### config.mk
export PLATFORM = sky130hd
export DESIGN_NAME = pwm_led_bar_flat
export DESIGN_NICKNAME = d
export VERILOG_FILES = /design/src/rtl/pwm_led_bar_pkg.sv /design/src/rtl/pwm_led_bar_if.sv /design/src/rtl/pwm_led_bar_prescaler.sv /design/src/rtl/pwm_led_bar.sv /design/src/flat_wrapper.sv
export SDC_FILE = /design/constraint.sdc
export NUM_CORES = 1
export LEC_CHECK = 0
export ABC_AREA = 1
export BUFFER_PORTS_ARGS = -buffer_cell sky130_fd_sc_hd__buf_2
export CAP_MARGIN = 40
export CORE_MARGIN = 3
export CORE_UTILIZATION = 44
export DETAILED_ROUTE_END_ITERATION = 10
export PLACE_DENSITY_LB_ADDON = 0.05
export SETUP_SLACK_MARGIN = 0.3
export SLEW_MARGIN = 20
export SYNTH_ARGS = -nofsm -noshare
export SYNTH_HDL_FRONTEND = slang
export SYNTH_SLANG_ARGS = --single-unit
### constraint.sdc
create_clock -name clk -period 1.5 [get_ports clk]
set_clock_uncertainty 0.15 [all_clocks]
set_input_delay 0.15 -clock clk [delete_from_list [all_inputs] [get_ports clk]]
set_output_delay 0.15 -clock clk [all_outputs]
set_load 0.02 [all_outputs]
### src/rtl/pwm_led_bar_pkg.sv
// Shared types and constant helpers for the PWM LED bar block.
package pwm_led_pkg;

    typedef enum logic [0:0] {
        IDLE = 1'b0,
        RUN  = 1'b1
    } state_t;

    // Last value of the period counter; a period spans cnt_max+1 = 2**width-1 ticks.
    function automatic int cnt_max(input int width);
        return (32'sd1 <<< width) - 32'sd2;
    endfunction

    // Segment i lights when duty*num_leds exceeds i*(2**width-1).
    // Indices at or beyond num_leds get the largest possible product, so they never light.
    function automatic int bar_threshold(input int i, input int width, input int num_leds);
        int full_scale;
        full_scale = (32'sd1 <<< width) - 32'sd1;
        if (i >= num_leds) begin
            return num_leds * full_scale;
        end else begin
            return i * full_scale;
        end
    endfunction

endpackage

### src/rtl/pwm_led_bar_if.sv
// Control/status bundle between the duty source and the PWM LED bar block.
interface pwm_led_bar_if #(
    parameter int WIDTH    = 8,
    parameter int NUM_LEDS = 8
);
    logic                en;
    logic [WIDTH-1:0]    duty;
    logic                duty_load;
    logic                pwm_out;
    logic                period_start;
    logic [WIDTH-1:0]    duty_active;
    logic [NUM_LEDS-1:0] led;

    modport master (
        output en, duty, duty_load,
        input  pwm_out, period_start, duty_active, led
    );

    modport slave (
        input  en, duty, duty_load,
        output pwm_out, period_start, duty_active, led
    );
endinterface

### src/rtl/pwm_led_bar_prescaler.sv
// Tick generator: one tick every PRESCALE clock cycles, held cleared by clr.
module pwm_prescaler
    import pwm_led_pkg::*;
#(
    parameter int PRESCALE = 1
) (
    input  logic clk,
    input  logic rst_n,
    input  logic clr,
    output logic tick
);
    localparam int            PW       = (PRESCALE > 1) ? $clog2(PRESCALE) : 1;
    localparam logic [PW-1:0] PRE_LAST = PW'(PRESCALE - 1);

    logic [PW-1:0] pre_cnt_q;
    logic [PW-1:0] pre_cnt_d;

    // Next prescaler count: restart on clear or after the last count.
    always_comb begin
        pre_cnt_d = pre_cnt_q;
        if (clr) begin
            pre_cnt_d = '0;
        end else if (pre_cnt_q == PRE_LAST) begin
            pre_cnt_d = '0;
        end else begin
            pre_cnt_d = pre_cnt_q + PW'(32'd1);
        end
    end

    // Prescaler count register.
    always_ff @(posedge clk or negedge rst_n) begin
        if (!rst_n) begin
            pre_cnt_q <= '0;
        end else begin
            pre_cnt_q <= pre_cnt_d;
        end
    end

    assign tick = !clr && (pre_cnt_q == PRE_LAST);

endmodule

### src/rtl/pwm_led_bar.sv
// PWM generator with shadowed duty and a registered thermometer LED bar.
// Build option: define PWM_LED_BAR_DIM_EN to gate the bar with the PWM output
// (LED brightness follows duty); otherwise the bar is a static thermometer.
module pwm_led_bar
    import pwm_led_pkg::*;
#(
    parameter int WIDTH    = 8,
    parameter int NUM_LEDS = 8,
    parameter int PRESCALE = 1
) (
    input  logic          clk,
    input  logic          rst_n,
    pwm_led_bar_if.slave  bus
);
    localparam logic [WIDTH-1:0] CNT_MAX = WIDTH'(cnt_max(WIDTH));
    // Wide enough for duty*NUM_LEDS without overflow.
    localparam int               PW      = WIDTH + $clog2(NUM_LEDS) + 1;

    state_t              state_q, state_d;
    logic [WIDTH-1:0]    cnt_q, cnt_d;
    logic [WIDTH-1:0]    shadow_q, shadow_d;
    logic [WIDTH-1:0]    duty_active_q, duty_active_d;
    logic                pwm_q, pwm_d;
    logic                period_start_q, period_start_d;
    logic [NUM_LEDS-1:0] led_q, led_d;

    logic                tick_s;
    logic                clr_s;
    logic [PW-1:0]       prod_s;
    logic [NUM_LEDS-1:0] bar_s;

    // Prescaler is frozen at zero while idle and on the cycle en drops, so a
    // fresh run always starts with a full-length first tick.
    assign clr_s = (state_q == IDLE) || !bus.en;

    pwm_prescaler #(
        .PRESCALE (PRESCALE)
    ) u_prescaler (
        .clk   (clk),
        .rst_n (rst_n),
        .clr   (clr_s),
        .tick  (tick_s)
    );

    // FSM next state, period counter, active duty and PWM compare.
    always_comb begin
        state_d        = state_q;
        cnt_d          = cnt_q;
        duty_active_d  = duty_active_q;
        period_start_d = 1'b0;
        pwm_d          = 1'b0;
        case (state_q)
            IDLE: begin
                cnt_d         = '0;
                duty_active_d = shadow_q;
                if (bus.en) begin
                    state_d        = RUN;
                    period_start_d = 1'b1;
                end else begin
                    state_d        = IDLE;
                end
            end
            RUN: begin
                if (!bus.en) begin
                    state_d = IDLE;
                    cnt_d   = '0;
                end else begin
                    pwm_d = (cnt_q < duty_active_q);
                    if (tick_s && (cnt_q == CNT_MAX)) begin
                        // Period boundary: a load landing on this very cycle
                        // skips the shadow so it governs the next period.
                        cnt_d          = '0;
                        period_start_d = 1'b1;
                        duty_active_d  = bus.duty_load ? bus.duty : shadow_q;
                    end else if (tick_s) begin
                        cnt_d = cnt_q + WIDTH'(32'd1);
                    end else begin
                        cnt_d = cnt_q;
                    end
                end
            end
            default: begin
                state_d = IDLE;
                cnt_d   = '0;
            end
        endcase
    end

    // Shadow register: last load wins.
    always_comb begin
        if (bus.duty_load) begin
            shadow_d = bus.duty;
        end else begin
            shadow_d = shadow_q;
        end
    end

    // Thermometer encoder on the duty currently in effect.
    always_comb begin
        prod_s = PW'(duty_active_q) * PW'(NUM_LEDS);
        bar_s  = '0;
        for (int i = 0; i < NUM_LEDS; i++) begin
            bar_s[i] = (prod_s > PW'(bar_threshold(i, WIDTH, NUM_LEDS)));
        end
    end

    // LED drive: gating uses pwm_d so the LEDs line up with the registered pwm_out.
    always_comb begin
`ifdef PWM_LED_BAR_DIM_EN
        led_d = bar_s & {NUM_LEDS{pwm_d}};
`else
        led_d = bar_s;
`endif
    end

    // State and datapath registers, all cleared asynchronously.
    always_ff @(posedge clk or negedge rst_n) begin
        if (!rst_n) begin
            state_q        <= IDLE;
            cnt_q          <= '0;
            shadow_q       <= '0;
            duty_active_q  <= '0;
            pwm_q          <= 1'b0;
            period_start_q <= 1'b0;
            led_q          <= '0;
        end else begin
            state_q        <= state_d;
            cnt_q          <= cnt_d;
            shadow_q       <= shadow_d;
            duty_active_q  <= duty_active_d;
            pwm_q          <= pwm_d;
            period_start_q <= period_start_d;
            led_q          <= led_d;
        end
    end

    assign bus.pwm_out      = pwm_q;
    assign bus.period_start = period_start_q;
    assign bus.duty_active  = duty_active_q;
    assign bus.led          = led_q;

endmodule
### src/flat_wrapper.sv
// flat-port wrapper written by rule: the top's interface ports become plain ports
module pwm_led_bar_flat import pwm_led_pkg::*;
#(
    parameter int WIDTH    = 8,
    parameter int NUM_LEDS = 8,
    parameter int PRESCALE = 1
)
  (clk, rst_n, bus_en, bus_duty, bus_duty_load, bus_pwm_out, bus_period_start, bus_duty_active, bus_led);
  pwm_led_bar_if #(.WIDTH(WIDTH), .NUM_LEDS(NUM_LEDS)) bus_i ();
  input  logic clk;
  input  logic rst_n;
  input wire logic [$bits(bus_i.en)-1:0] bus_en;
  input wire logic [$bits(bus_i.duty)-1:0] bus_duty;
  input wire logic [$bits(bus_i.duty_load)-1:0] bus_duty_load;
  output wire logic [$bits(bus_i.pwm_out)-1:0] bus_pwm_out;
  output wire logic [$bits(bus_i.period_start)-1:0] bus_period_start;
  output wire logic [$bits(bus_i.duty_active)-1:0] bus_duty_active;
  output wire logic [$bits(bus_i.led)-1:0] bus_led;
  assign bus_i.en = bus_en;
  assign bus_i.duty = bus_duty;
  assign bus_i.duty_load = bus_duty_load;
  assign bus_pwm_out = bus_i.pwm_out;
  assign bus_period_start = bus_i.period_start;
  assign bus_duty_active = bus_i.duty_active;
  assign bus_led = bus_i.led;
  pwm_led_bar #(.WIDTH(WIDTH), .NUM_LEDS(NUM_LEDS), .PRESCALE(PRESCALE)) u_core (.clk(clk), .rst_n(rst_n), .bus(bus_i));
endmodule
==> summary by stage <==
Run status
The flow ran to the end, but the final reports show violations. The final reports fail on negative hold slack.

Global routing
The number of antenna violations at the first check in global routing came to 0. The first-pass GRT wire length is 6420 µm. The met1 usage is 24.5%. The largest net degree at the start of global routing is 22. Global routing consumed, on the met3 layer, 6.32% of the routing resources. The total overflow left after global routing is 0. The via count of the first global-routing pass is 1410. The combined global-route utilization of all metal layers is 19.3%. Global routing consumed, on the met2 layer, 30.7% of the routing resources.

The most congested layer reported by global routing is met2.

Final layout
The fraction of final layout cells sized beyond drive strength 1 is 33.7%. The non-filler instance count after layout is 295. The layout-stage area growth over the synthesis result is 39.8%. The net total in the final layout is 269. After filler insertion, the fill cell instance count of the layout stands at 295. The number of antenna diodes in the final layout is 0.

After routing the design area is 0.00233 mm².

Timing
At the pin with the least slew margin, the transition time is 0.383 ns. Counting I/O delays and the setup requirement, the final critical path takes 1.44 ns. The worst-case setup margin in the final layout is 0.0558 ns. The worst slew margin relative to its limit is 74.5%. The fmax is 692 MHz. The worst hold margin is -0.0140 ns. The hold violation count in the final report came to 2. The count of final max-slew check failures came to 0. The final critical path takes up 96.3% of the cycle. Setup violations remaining at the end of the flow were counted as 0.

Setup repair after global routing could not meet its margin everywhere.

Worst setup path
The worst setup path is launched from a flip-flop. The endpoint identified for the worst register-to-register timing path is u_core.cnt_q[5]$_DFFE_PN0P_. Across all register-to-register paths, the minimum setup slack is 0.06 ns. STA classifies the critical path endpoint as a flip-flop. The critical path is of the reg -> reg type. For the worst setup path, the data required time is 1.52 ns. In this run the worst path has a maximum fanout of 7.

The critical path ends at u_core.cnt_q[5]$_DFFE_PN0P_. The beginning of the critical path is u_core.cnt_q[0]$_DFFE_PN0P_. The startpoint of the most critical register-to-register path is u_core.cnt_q[0]$_DFFE_PN0P_.

The worst register-to-register path has a depth of 7. The worst endpoint data arrival time is 1.47 ns.

Die
The vertical die dimension is 67.5 µm. The placement row count is 21. The width of the die is 67.5 µm. The I/O pin total is 30. The area enclosed by the die boundary is 0.00456 mm². The initial utilization of the core area, before any placement, comes to 47.7%. The placeable core area is 0.00349 mm².

Yosys
Among all flip-flop cells after synthesis, the most frequent one is dfrtp_1. Of all cell types, the one taking the most synthesized area is dfrtp_1. The most frequently used cell type in the post-synthesis netlist is nand2_1.

By area the synthesized netlist is led by dfrtp_1, nand2_1, ha_1. The post-synthesis area per instance is 8.91 µm². The post-synthesis cell area is 0.00167 mm².

Of all flip-flops after synthesis, the portion carrying an async set or reset was 100%. By count the netlist is led by nand2_1, dfrtp_1, inv_1. The synthesized netlist net count is 208. After synthesis the netlist holds a flip-flop and latch count of 35. The gate count of the mapped netlist is 187.

The total of warnings raised by yosys is 0. The top cell type by area accounts for 52.6% of the synthesized area. The number of different library cells used by synthesis comes to 23.

Sequential elements use 52.6% of the synthesized area. In this run, synthesis inferred 0 flip-flops with an integrated enable.

Power
For this design the ratio of total power to cell area is 991 mW/mm². Per report_power, the clock group accounts for 31.9% of the total. Power comes to 2310 µW.

The static leakage is 0.00122 µW. The total internal power is 1660 µW. The share of power burned in registers is 46.0%.

The share of total power dissipated in combinational logic is 22.1%. The switching fraction of total power is 28.0%. The net switching power is 647 µW. The maximum ir drop on the vdd rail is 0.000545 V.

Clock tree
The buffer depth of the longest clock path is 2. Clock-pin slew was measured on the worst setup and hold paths at 0.07 ns. The buffer cell driving the clock tree root is clkbuf_8. The number of clock sinks is 35.

The number of H-tree branching levels is 2. The clock latency reported for the late side of the worst-skew pair is 0.28 ns. Clock tree synthesis inserted a total of 5 buffers. TritonCTS built the clock tree. For this design, the CTS-stage hold fixing added 8 buffers.

Route
For this run, the detailed router's first-pass iteration total came to 4. In the routed design, unresolved DRC markers number 0. The number of vias after detailed routing is 1446. The mean number of vias per cell is 4.90. The detail route stage leaves a number of antenna-violating nets equal to 0.

The average detailed-routed wire length per instance is 12.9 µm. The final wirelength is 3810 µm. The number of DRC markers in iteration 0 is 97.

Min path
The worst hold path class is in -> reg.

Placement
At the end of routability-driven placement, the weighted congestion stood at 0.842. Buffers placed on the I/O ports in this run total 29. The minimum setup slack after placement is 0.0365 ns. In this run, placement finished with an instance count of 262. Once detailed placement completed, the half-perimeter wirelength came to 2390 µm. The area after detailed placement is 0.00188 mm².

Run
The number of max-capacitance violations reported is 0.
[sequential cells by signal (all words and copies together) (netlist names)]
name / flops
u_core.bus.duty_active: 8
u_core.bus.led: 8
u_core.bus.period_start: 1
u_core.bus.pwm_out: 1
u_core.cnt_q: 8
u_core.shadow_q: 8
u_core.state_q: 1
[power by group through the flow]
stage / registers (µW) / logic (µW) / clock network [µW]
detailed placement: 1080 / 374 / 0
finish: 1060 / 510 / 738
floorplan: 1140 / 166 / 0
global placement: 1080 / 364 / 0
CTS: 1060 / 465 / 755
global route: 1070 / 573 / 802
[cell usage in the layout (no fill, tap or decap), types with 2 or more instances in the layout]
cell type and instances:
dfrtp_2 2, nand4_1 3, nand3_1 12, inv_2 2, buf_2 25, nand2_1 40
nand2_2 10, nor2_4 2, inv_1 21, nor2_2 3, xnor2_1 2, xor2_1 3
ha_1 7, o21ai_1 2, buf_4 14, o21ai_0 15, a21oi_1 3, dlygate4sd3_1 8
clkbuf_8 7, dfrtp_1 33, nor2_1 13, buf_6 10, ha_4 2
[how the worst min path moves through the flow]
stage / startpoint / end / cells past startpoint
2_1_floorplan: rst_n / u_core.bus.duty_active[0]$_DFFE_PN0P_ / 0
3_3_place_gp: rst_n / u_core.shadow_q[5]$_DFF_PN0_ / 1
3_5_place_dp: rst_n / u_core.shadow_q[5]$_DFF_PN0_ / 1
4_1_cts: bus_duty[7] / u_core.shadow_q[7]$_DFF_PN0_ / 3
5_1_grt: bus_duty[7] / u_core.shadow_q[7]$_DFF_PN0_ / 3
6_report: bus_duty[7] / u_core.shadow_q[7]$_DFF_PN0_ / 3
[cell type report]
| type | count | area (µm²) | share of cell area (%) |
|---|---|---|---|
| sequential | 35 | 878 | 37.7 |
| multi-input combinational | 125 | 764 | 32.8 |
| timing repair buffer | 58 | 443 | 19.0 |
| clock buffer | 8 | 100 | 4.30 |
| inverter | 23 | 86.3 | 3.71 |
| tap | 46 | 57.6 | 2.47 |
[repair_timing]
item,CTS,global route
endpoints found under the setup margin,21,26
buffers inserted,13,3
resized for setup,19,17
pin swaps,10,8
endpoints found under the hold margin,44,1
cloned,1,0
[worst max-delay path, stage by stage (launching register included)]
cell and delay (ns):
dfrtp_1 0.39, inv_2 0.08, ha_4 0.14, nand2_4 0.06, nor2_4 0.15, nand2_1 0.16
nand3_4 0.14, nor2_1 0.07
[per-stage QoR]
stage / setup TNS (ns) / hold WS (ns) / utilization (%)
2_1_floorplan: 0 / -0.296 / -
3_3_place_gp: 0 / -0.0658 / 53.9
3_5_place_dp: 0 / -0.0574 / 53.9
4_1_cts: 0 / -0.0364 / 64.4
5_1_grt: -0.0316 / -0.0122 / 66.7
6_report: 0 / -0.0140 / 66.7
[routing by layer]
metal / up-vias / part of all wire, %
li1: 717 / -
met1: 677 / 43
met2: 47 / 49
met3: 5 / 6.7
met4: 0 / 1.3
met5: - / 0
[kinds of logic after synthesis]
group | Yosys count | share of synthesized area [%]
adder cells (fa/ha/maj) | 9 | 6.76
AO/OA/AOI/OAI | 22 | 6.76
buffers and inverters | 28 | 7.36
XOR/XNOR | 5 | 2.63
AND/OR/NAND/NOR | 88 | 23.9
flip-flops | 35 | 52.6
(Power assumes the default switching activity.)
